**config.mk**
```make
export PLATFORM = sky130hd
export DESIGN_NAME = pc_fetch_sequencer
export DESIGN_NICKNAME = d
export VERILOG_FILES = /design/src/rtl/pc_fetch_sequencer.sv
export SDC_FILE = /design/constraint.sdc
export NUM_CORES = 1
export LEC_CHECK = 0
export CAP_MARGIN = 20
export CORE_MARGIN = 2
export CORE_UTILIZATION = 40
export CTS_BUF_LIST = sky130_fd_sc_hd__clkbuf_4
export DETAILED_ROUTE_END_ITERATION = 10
export GPL_TIMING_DRIVEN = 1
export PLACE_DENSITY = 0.77
export SLEW_MARGIN = 5
export SYNTH_ARGS = -nofsm -noshare
export SYNTH_HDL_FRONTEND = slang
export SYNTH_SLANG_ARGS = --single-unit
```
**constraint.sdc**
```tcl
create_clock -name clk -period 4.3 [get_ports clk]
set_input_delay 1.29 -clock clk [delete_from_list [all_inputs] [get_ports clk]]
set_output_delay 1.29 -clock clk [all_outputs]
set_load 0.05 [all_outputs]
```
**src/rtl/pc_fetch_sequencer.sv**
```systemverilog
// Program-counter owner and instruction-fetch sequencer: PC+4 / redirect selection,
// request/ack fetch handshake with timeout, and exception vectoring.
module pc_fetch_sequencer #(
  parameter logic [31:0] RESET_PC   = 32'h00000000,
  parameter logic [31:0] EXC_VECTOR = 32'h00000180,
  parameter int unsigned TIMEOUT    = 15
) (
  input  logic        clk,
  input  logic        reset,
  output logic [31:0] pc,
  output logic        imem_req,
  output logic [31:0] imem_addr,
  input  logic        imem_ack,
  input  logic [31:0] imem_rdata,
  output logic        instr_valid,
  output logic [31:0] instr,
  input  logic        stall,
  input  logic        branch_taken,
  input  logic [31:0] branch_target,
  input  logic        jump,
  input  logic [31:0] jump_target,
  input  logic        exception,
  output logic        fetch_err
);

  typedef enum logic [1:0] {
    ST_IDLE  = 2'd0,
    ST_FETCH = 2'd1,
    ST_HOLD  = 2'd2
  } state_t;

  // Counter value seen during the last FETCH cycle allowed before a timeout fires.
  localparam logic [7:0] TIMEOUT_LAST = 8'(TIMEOUT - 1);

  state_t      r_state;
  logic [31:0] r_pc;
  logic [31:0] r_instr;
  logic [7:0]  r_cnt;
  logic        r_fetch_err;

  state_t      w_state_next;
  logic [31:0] w_pc_next;
  logic [31:0] w_instr_next;
  logic [7:0]  w_cnt_next;
  logic        w_fetch_err_next;

  logic [31:0] w_pc_plus4;
  logic [31:0] w_jump_pc;
  logic [31:0] w_branch_pc;
  logic [31:0] w_consume_pc;
  logic        w_timeout;
  logic        w_unused_bits;

  assign w_pc_plus4  = r_pc + 32'd4;
  assign w_jump_pc   = {jump_target[31:2], 2'b00};
  assign w_branch_pc = {branch_target[31:2], 2'b00};
  assign w_unused_bits = ^{jump_target[1:0], branch_target[1:0]};

  // Jump outranks a taken branch when both arrive with the consumed instruction.
  always_comb begin
    if (jump) begin
      w_consume_pc = w_jump_pc;
    end else if (branch_taken) begin
      w_consume_pc = w_branch_pc;
    end else begin
      w_consume_pc = w_pc_plus4;
    end
  end

  assign w_timeout = (r_state == ST_FETCH) && !imem_ack && (r_cnt == TIMEOUT_LAST);

  always_ff @(posedge clk or posedge reset) begin
    if (reset) begin
      r_state     <= ST_IDLE;
      r_pc        <= RESET_PC;
      r_instr     <= 32'd0;
      r_cnt       <= 8'd0;
      r_fetch_err <= 1'b0;
    end else begin
      r_state     <= w_state_next;
      r_pc        <= w_pc_next;
      r_instr     <= w_instr_next;
      r_cnt       <= w_cnt_next;
      r_fetch_err <= w_fetch_err_next;
    end
  end

  always_comb begin
    w_state_next     = r_state;
    w_pc_next        = r_pc;
    w_instr_next     = r_instr;
    w_cnt_next       = r_cnt;
    w_fetch_err_next = 1'b0;

    case (r_state)
      ST_IDLE: begin
        w_state_next = ST_FETCH;
        w_cnt_next   = 8'd0;
      end

      ST_FETCH: begin
        if (imem_ack) begin
          w_instr_next = imem_rdata;
          w_cnt_next   = 8'd0;
          w_state_next = ST_HOLD;
        end else if (w_timeout) begin
          w_fetch_err_next = 1'b1;
          w_pc_next        = EXC_VECTOR;
          w_cnt_next       = 8'd0;
        end else begin
          w_cnt_next = r_cnt + 8'd1;
        end
      end

      ST_HOLD: begin
        if (!stall) begin
          w_pc_next    = w_consume_pc;
          w_state_next = ST_FETCH;
        end
      end

      default: begin
        w_state_next = ST_IDLE;
        w_cnt_next   = 8'd0;
      end
    endcase

    // Exception wins over ack, stall, redirects and timeout once the core is running.
    if (exception && (r_state != ST_IDLE)) begin
      w_pc_next        = EXC_VECTOR;
      w_state_next     = ST_FETCH;
      w_cnt_next       = 8'd0;
      w_instr_next     = r_instr;
      w_fetch_err_next = 1'b0;
    end
  end

  assign pc          = r_pc;
  assign imem_addr   = r_pc;
  assign imem_req    = (r_state == ST_FETCH);
  assign instr_valid = (r_state == ST_HOLD);
  assign instr       = r_instr;
  assign fetch_err   = r_fetch_err;

endmodule

```
==> impl_metrics.yaml <==
logic_synthesis:
  post_synth_instance_area_um2: 4410
  seq_area_frac_synth_pct: 41.4
  synth_async_sr_flop_share_pct: 100
  total_of_flip_flops_plus_latches_after_synthesis: 73
  synth_ff_type: "sky130_fd_sc_hd__dfrtp_1"
  post_synth_num_cell_types: 54
  yosys_warnings: 0
  synth_area_per_cell_um2: 9.69
  number_of_enable_flip_flop_cells_after_synthesis: 0
  netlist_instances: 455
floorplan:
  initial_utilization_pct: 40.9
  fp.dieH_um: 109
  rows: 38
  floorplan.io_pins: 202
  die_area_um2: 11900
  die_width_um: 109
  fp.coreArea_um2: 10800
grt:
  met2_usage_pct: 36.3
  first_global_vias: 4070
  use_met1_pct: 27.0
  pin_count_of_the_biggest_net_entering_global_routing: 35
  grt.met3_usage_pct: 6.34
  gr-total-overflow: 0
  global_route_wire_length_before_repair_mm: 20.2
  antenna_violations_before_repair: 0
  grt_use_total_pct: 22.1
  busiest_layer: "met2"
clock_network:
  path_clk_slew_ns: 0.11
  cts_setup_buffers: 0
  ctsResizeCount: 0
  postCtsHoldBufs: 0
  clkSinkCount: 73
  clockBufferDepth: 2
  cts_tree: "built"
  clkLatencyLatePin_ns: 0.44
  cts-root-buf: "sky130_fd_sc_hd__clkbuf_4"
  clock_h_tree_levels: 3
  cts_inserted_buffers: 9
drt:
  drtIter0Drc: 207
  drtAntennaViolNets: 0
  drc: 0
  number_of_iterations_in_the_first_detailed_routing_pass: 4
  post_drt_wl_per_cell_um: 17.3
  postRouteWirelength_mm: 13.1
  routed_via_density: 5.58
  vias: 4229
critical_path:
  cp_slowest_stage_delay_ns: 0.84
  critical-path-top-delay-family: "buffers and inverters"
  setup.worst_path.start_class: "register"
  crit_path_cell_trace: "inv_1 > ha_1 > clkdlybuf4s50_1"
  cp-end-kind: "primary output"
  worst-setup-path-type: "register to primary output"
  slowest_cell_on_the_critical_path: "sky130_fd_sc_hd__clkdlybuf4s50_1"
  worst_ep_arrival_time_ns: 2.04
  critical_path_peak_fanout: 6
  cp_num_buf_inv: 2
  critical_path_required_ns: 3.01
pwr:
  swShare_pct: 47.3
  proportion_of_power_drawn_by_flip_flops_and_latches_pct: 29.6
  cellInternalPower_uw: 1810
  power_per_cell_area_nw_per_um2: 541
  leakage_uw: 0.00251
  post-layout-total-power_uw: 3440
  power.share.clock_pct: 12.3
  power_switching_uw: 1630
  comb_power_share_pct: 58.1
  peakVddDrop_mv: 0.428
sta:
  highest_clock_frequency_the_design_can_meet_ghz: 0.300
  rsz_0062_raised_after_global_routing: "false"
  whs_ns: 0.513
  final.setup.worst_slack_ns: 0.965
  tightest_pin_transition_ns: 0.639
  clock_skew_ns: 0.0173
  timing.final.setup_violations: 0
  maxSlewHeadroom_pct: 57.2
  slew_violations: 0
  layout_min_cycle_time_ns: 3.33
  period_utilization_post_route_pct: 77.6
  hold_violations: 0
  setup_tns_ns: 0
placement:
  dpl_hpwl_mm: 10.0
  place_worst_setup_slack_ns: 0.873
  finalWeightedCongestion: 0.847
  port_buffers: 193
flow_run:
  maxCapViolCount: 0
finish:
  num_antenna_cells: 0
  drive_above_1_share_pct: 10.4
  areaGrowthSynthToFinish_pct: 44.0
  number_of_nets_in_the_finished_design: 723
  fillers: 925
outcome:
  outcome: "finished clean"
hold_path:
  min_path_type: "register to register"
-- power groups by stage --
stage / clock, uW / sequential [uW] / combinational (uW)
finish: 424 / 1020 / 2000
global route: 464 / 1040 / 2100
CTS: 432 / 1020 / 2010
detailed placement: 0 / 1030 / 2000
global placement: 0 / 1020 / 1960
floorplan: 0 / 1660 / 742
-- through the flow --
stage          std cells  instance area (um^2)  utilization [%]
6_report             758                  6350             58.9
2_1_floorplan        458                  4420                -
3_3_place_gp         741                  6200             57.5
3_5_place_dp         742                  6220             57.7
4_1_cts              758                  6350             58.9
5_1_grt              758                  6350             58.9
-- cells by family after synthesis --
kind of cell	after synthesis	share of synthesized area, %
muxes	40	10.0
DFF	73	41.4
other	1	0.0850
xor gates and xnor gates	10	1.99
adders and majority gates	7	1.99
AOI/OAI and AO/OA	124	19.6
buffers and inverters	78	10.5
and+or+nand+nor	122	14.4
-- registers in the layout, indices dropped and copies added (netlist names) --
register and cells:
r_state 2, instr 32, fetch_err 1, imem_addr 30, r_cnt 8
-- layout by cell type, fill, tap and decap left out, types with 3 or more instances in the layout --
cell,instances
sky130_fd_sc_hd__a21oi_1,18
sky130_fd_sc_hd__a221o_1,5
sky130_fd_sc_hd__a22o_1,16
sky130_fd_sc_hd__a22oi_1,3
sky130_fd_sc_hd__a31oi_1,4
sky130_fd_sc_hd__a32oi_1,6
sky130_fd_sc_hd__and3_1,5
sky130_fd_sc_hd__and4_1,5
sky130_fd_sc_hd__buf_4,8
sky130_fd_sc_hd__clkbuf_4,11
sky130_fd_sc_hd__clkdlybuf4s50_1,193
sky130_fd_sc_hd__clkinv_1,3
sky130_fd_sc_hd__conb_1,4
sky130_fd_sc_hd__dfrtp_1,73
sky130_fd_sc_hd__ha_1,7
sky130_fd_sc_hd__inv_1,19
sky130_fd_sc_hd__mux2_2,34
sky130_fd_sc_hd__mux2i_1,6
sky130_fd_sc_hd__nand2_1,29
sky130_fd_sc_hd__nand2b_1,3
sky130_fd_sc_hd__nand3_1,14
sky130_fd_sc_hd__nand4_1,6
sky130_fd_sc_hd__nor2_1,24
sky130_fd_sc_hd__nor2b_1,8
sky130_fd_sc_hd__nor3_1,10
sky130_fd_sc_hd__nor4_1,9
sky130_fd_sc_hd__o21ai_0,24
sky130_fd_sc_hd__o22ai_1,12
sky130_fd_sc_hd__o31ai_1,18
sky130_fd_sc_hd__or3_1,3
sky130_fd_sc_hd__xnor2_1,7
sky130_fd_sc_hd__xor2_1,3
-- layer usage --
layer  wire, um  share of wire [%]
met5          0                  0
met2       6250                 48
met3       1290                9.8
met4        309                2.4
met1       5280                 40
-- synthesized netlist by cell type, types with 2 or more instances --
| master | number | area (um^2) |
|---|---|---|
| sky130_fd_sc_hd__or3_1 | 3 | 18.8 |
| sky130_fd_sc_hd__o31a_1 | 2 | 17.5 |
| sky130_fd_sc_hd__nor4_1 | 9 | 56.3 |
| sky130_fd_sc_hd__nor2b_1 | 8 | 50.1 |
| sky130_fd_sc_hd__a21o_1 | 2 | 15.0 |
| sky130_fd_sc_hd__ha_1 | 7 | 87.6 |
| sky130_fd_sc_hd__a32oi_1 | 6 | 52.6 |
| sky130_fd_sc_hd__nor2_1 | 24 | 90.1 |
| sky130_fd_sc_hd__inv_1 | 20 | 75.1 |
| sky130_fd_sc_hd__a31oi_1 | 4 | 25.0 |
| sky130_fd_sc_hd__a22o_1 | 16 | 140 |
| sky130_fd_sc_hd__buf_4 | 36 | 270 |
| sky130_fd_sc_hd__o2bb2ai_1 | 2 | 17.5 |
| sky130_fd_sc_hd__buf_1 | 4 | 15.0 |
| sky130_fd_sc_hd__and4_1 | 5 | 43.8 |
| sky130_fd_sc_hd__xor2_1 | 3 | 26.3 |
| sky130_fd_sc_hd__and3_1 | 5 | 31.3 |
| sky130_fd_sc_hd__mux2i_1 | 6 | 60.1 |
| sky130_fd_sc_hd__nand2b_1 | 3 | 18.8 |
| sky130_fd_sc_hd__o31ai_1 | 18 | 135 |
| sky130_fd_sc_hd__buf_6 | 4 | 45.0 |
| sky130_fd_sc_hd__o22ai_1 | 12 | 75.1 |
| sky130_fd_sc_hd__nand4_1 | 6 | 37.5 |
| sky130_fd_sc_hd__nand3_1 | 14 | 70.1 |
| sky130_fd_sc_hd__a221o_1 | 5 | 50.1 |
| sky130_fd_sc_hd__a21oi_1 | 18 | 90.1 |
| sky130_fd_sc_hd__mux2_2 | 34 | 383 |
| sky130_fd_sc_hd__buf_2 | 2 | 10.0 |
| sky130_fd_sc_hd__a211oi_1 | 2 | 15.0 |
| sky130_fd_sc_hd__a22oi_1 | 3 | 22.5 |
| sky130_fd_sc_hd__clkbuf_1 | 11 | 41.3 |
| sky130_fd_sc_hd__dfrtp_1 | 73 | 1830 |
| sky130_fd_sc_hd__nand2_1 | 29 | 109 |
| sky130_fd_sc_hd__o21ai_0 | 24 | 120 |
| sky130_fd_sc_hd__xnor2_1 | 7 | 61.3 |
| sky130_fd_sc_hd__nor3_1 | 10 | 50.1 |
-- path summary, 6_finish.rpt --
kind	endpoint	depth (start not counted)	slack (ns)	start
max	instr_valid	3	0.97	r_state[0]$_DFFE_PP0P_
min	instr[22]$_DFFE_PP0P_	1	0.51	instr[22]$_DFFE_PP0P_
max reg2reg	r_cnt[0]$_DFFE_PP0P_	7	1.99	r_state[0]$_DFFE_PP0P_
min reg2reg	instr[22]$_DFFE_PP0P_	1	0.51	instr[22]$_DFFE_PP0P_
max in group asynchronous	r_cnt[0]$_DFFE_PP0P_	4	2.39	reset
min in group asynchronous	instr[27]$_DFFE_PP0P_	2	1.20	reset
-- area by class of cell --
type | instances | area, um^2 | area share, %
inverters | 20 | 76.3 | 1.20
flip-flops and latches | 73 | 1830 | 28.8
clock inverters | 5 | 46.3 | 0.729
repair buffers | 202 | 2010 | 31.7
multi-input cells | 307 | 2130 | 33.6
clock buffers | 11 | 82.6 | 1.30
well taps | 140 | 175 | 2.76
No activity file was read; power rests on OpenSTA's default activity.
==> patch: new RTL, same settings <==
Compare `r_cnt` against `TIMEOUT_LAST` with >= in place of ==.
--- a/src/rtl/pc_fetch_sequencer.sv
+++ b/src/rtl/pc_fetch_sequencer.sv
@@ -69,3 +69,3 @@
 
-  assign w_timeout = (r_state == ST_FETCH) && !imem_ack && (r_cnt == TIMEOUT_LAST);
+  assign w_timeout = (r_state == ST_FETCH) && !imem_ack && (r_cnt >= TIMEOUT_LAST);
 
Formal check against the unedited RTL: no difference found for any inputs over 10 cycles, from zero or initial values and one cycle with reset high; that may be too few to reach the edited logic, so the function may still have changed.
==> patch against the original RTL <==
- worst setup slack got worse by 0.14 ns
- final cell count fell by 1.5%
- largest power group unchanged
- critical path depth did not move
- area after synthesis shrank 1.8%
- final area is essentially flat
- critical endpoint unchanged
- power rose by 8.9%
- routed wire length up 7.8%
- sequential cell count did not move
==> patch: results (changes against the original RTL) <==
Outcome
  – Status: finished, final reports clean

Yosys
  – Top cells by area, synth: dfrtp_1 42%, mux2_2 8.3%, buf_4 5.9%
  – Seq/Total Area, Yosys: 42.2% (+0.78 points)
  – Commonest cells in the synthesized netlist: 73 x dfrtp_1, 34 x buf_4, 32 x mux2_2
  – Post-Syn Area per Cell: 9.66 sq um (-0.31%)
  – Multiplexer share of the synthesized area: 9.25% (-0.79 points)
  – Post-synthesis compound-gate area fraction: 20.5% (+0.89 points)
  – Synthesized-area fraction occupied by adder cells: 2.02% (+0.037 points)
  – Yosys cell types: 56 (+3.7%)
  – Post-synthesis xor/xnor area fraction: 0.809% (-1.2 points)

Place
  – Post-Place Setup Slack: 0.483 ns (-0.389 ns)
  – Placed insts: 730 (-1.6%)
  – GP Congestion: 0.894 (+5.6%)
  – Port Buffers: 193 (unchanged)
  – DPL Wire Length: 10,400 um (+3.4%)

Global routing
  – Initial antenna violation count: 1 (+1)
  – Largest net degree at the start of global routing: 74 (+110%)
  – Global router's overall resource usage: 23.8% (+1.7 points)
  – Vias in the first global route: 4,287 (+5.3%)

Route
  – Pre-antenna DRT Iters: 5 (+1)
  – Drt first-iter violations: 252 (+22%)
  – Routed vias: 4,236 (+0.17%)
  – WL/cell: 18.9 um (+9.4%)

Pwr
  – Maximum VDD drop: 0.349 mV (-19%)
  – Leakage Power: 2.53 nW (+0.63%)

Timing
  – Rel. slew slack: 38.4% (-19 points)
  – Hold WS: 0.517 ns (+0.00377 ns)
  – Max Clock Skew: 0.0188 ns (+0.00156 ns)

Layout
  – Nets: 715 (-1.1%)
  – Finished Layout Cells: 747 (-1.5%)
  – Fraction of layout cells with a size suffix above 1: 10.7% (+0.30 points)
  – Layout area overhead: 46.8%
  – Fill cells: 878 (-5.1%)

Setup path
  – Worst-path maximum fanout: 10 (+4)
  – R2R Setup Slk: 1.36 ns (-0.63 ns)
  – Worst R2R End: imem_addr[14]

Clock network
  – CTS root buf: clkbuf_4
  – Longest Clk Path Bufs: 2 (unchanged)

Min path
  – Hold WC Path Type: flop to flop
  – Hold Startpoint: instr[3]
  – Hold EP: instr[3]
## patch: cell types whose count changed in the layout (fill, tap and decap cells not counted), sizes merged, moves of 6 or more
cell   before  now
o31ai      18   11
a32oi       6    0
nor2       24   18
a22o       16    9
## patch: cell type report
cell class	instances	area share, %
Tap cell	136	2.68
Sequential cell	73	28.8
Clock buffer	9	1.06
Clock inverter	7	1.87
Timing Repair Buffer	201	31.5
Inverter	14	0.827
Multi-Input combinational cell	306	33.2
Antenna cell	1	0.0394
## patch: logic make-up after synthesis
group,count (synthesis)
muxes,36
DFF,73
adders and majority gates,7
AOI/OAI and AO/OA,128
and+or+nand+nor,127
xor gates and xnor gates,4
other,1
buffers and inverters,72
## patch: worst max-delay path: stages (launching register included)
cell and delay (ns):
dfrtp_1 0.43, inv_1 0.09, ha_1 0.36, clkdlybuf4s50_1 0.87
## patch: power by group through the flow
stage / clock (W) / combinational [W] / sequential [W]
global route: 0.000592 / 0.00225 / 0.00107
finish: 0.000553 / 0.00215 / 0.00104
global placement: 0 / 0.00210 / 0.00104
detailed placement: 0 / 0.00214 / 0.00106
CTS: 0.000561 / 0.00215 / 0.00104
floorplan: 0 / 0.000808 / 0.00169
## patch: worst max-delay path by stage
stage / slack, ns / to / start / cells past startpoint
final: 0.82 / instr_valid / r_state[0] / 3
after global routing: 0.74 / instr_valid / r_state[0] / 3
after CTS: 0.82 / instr_valid / r_state[0] / 3
after detailed placement: 0.48 / imem_addr[14] / stall / 7
after global placement: 0.58 / imem_addr[14] / stall / 7
after floorplan: 1.16 / fetch_err / reset / 1
## patch: metal layers
metal  GRT usage, %  routed length (um)
met5              0                   0
met4           8.97                 303
met3           5.12                 996
met2           41.9                7420
met1           28.5                5430
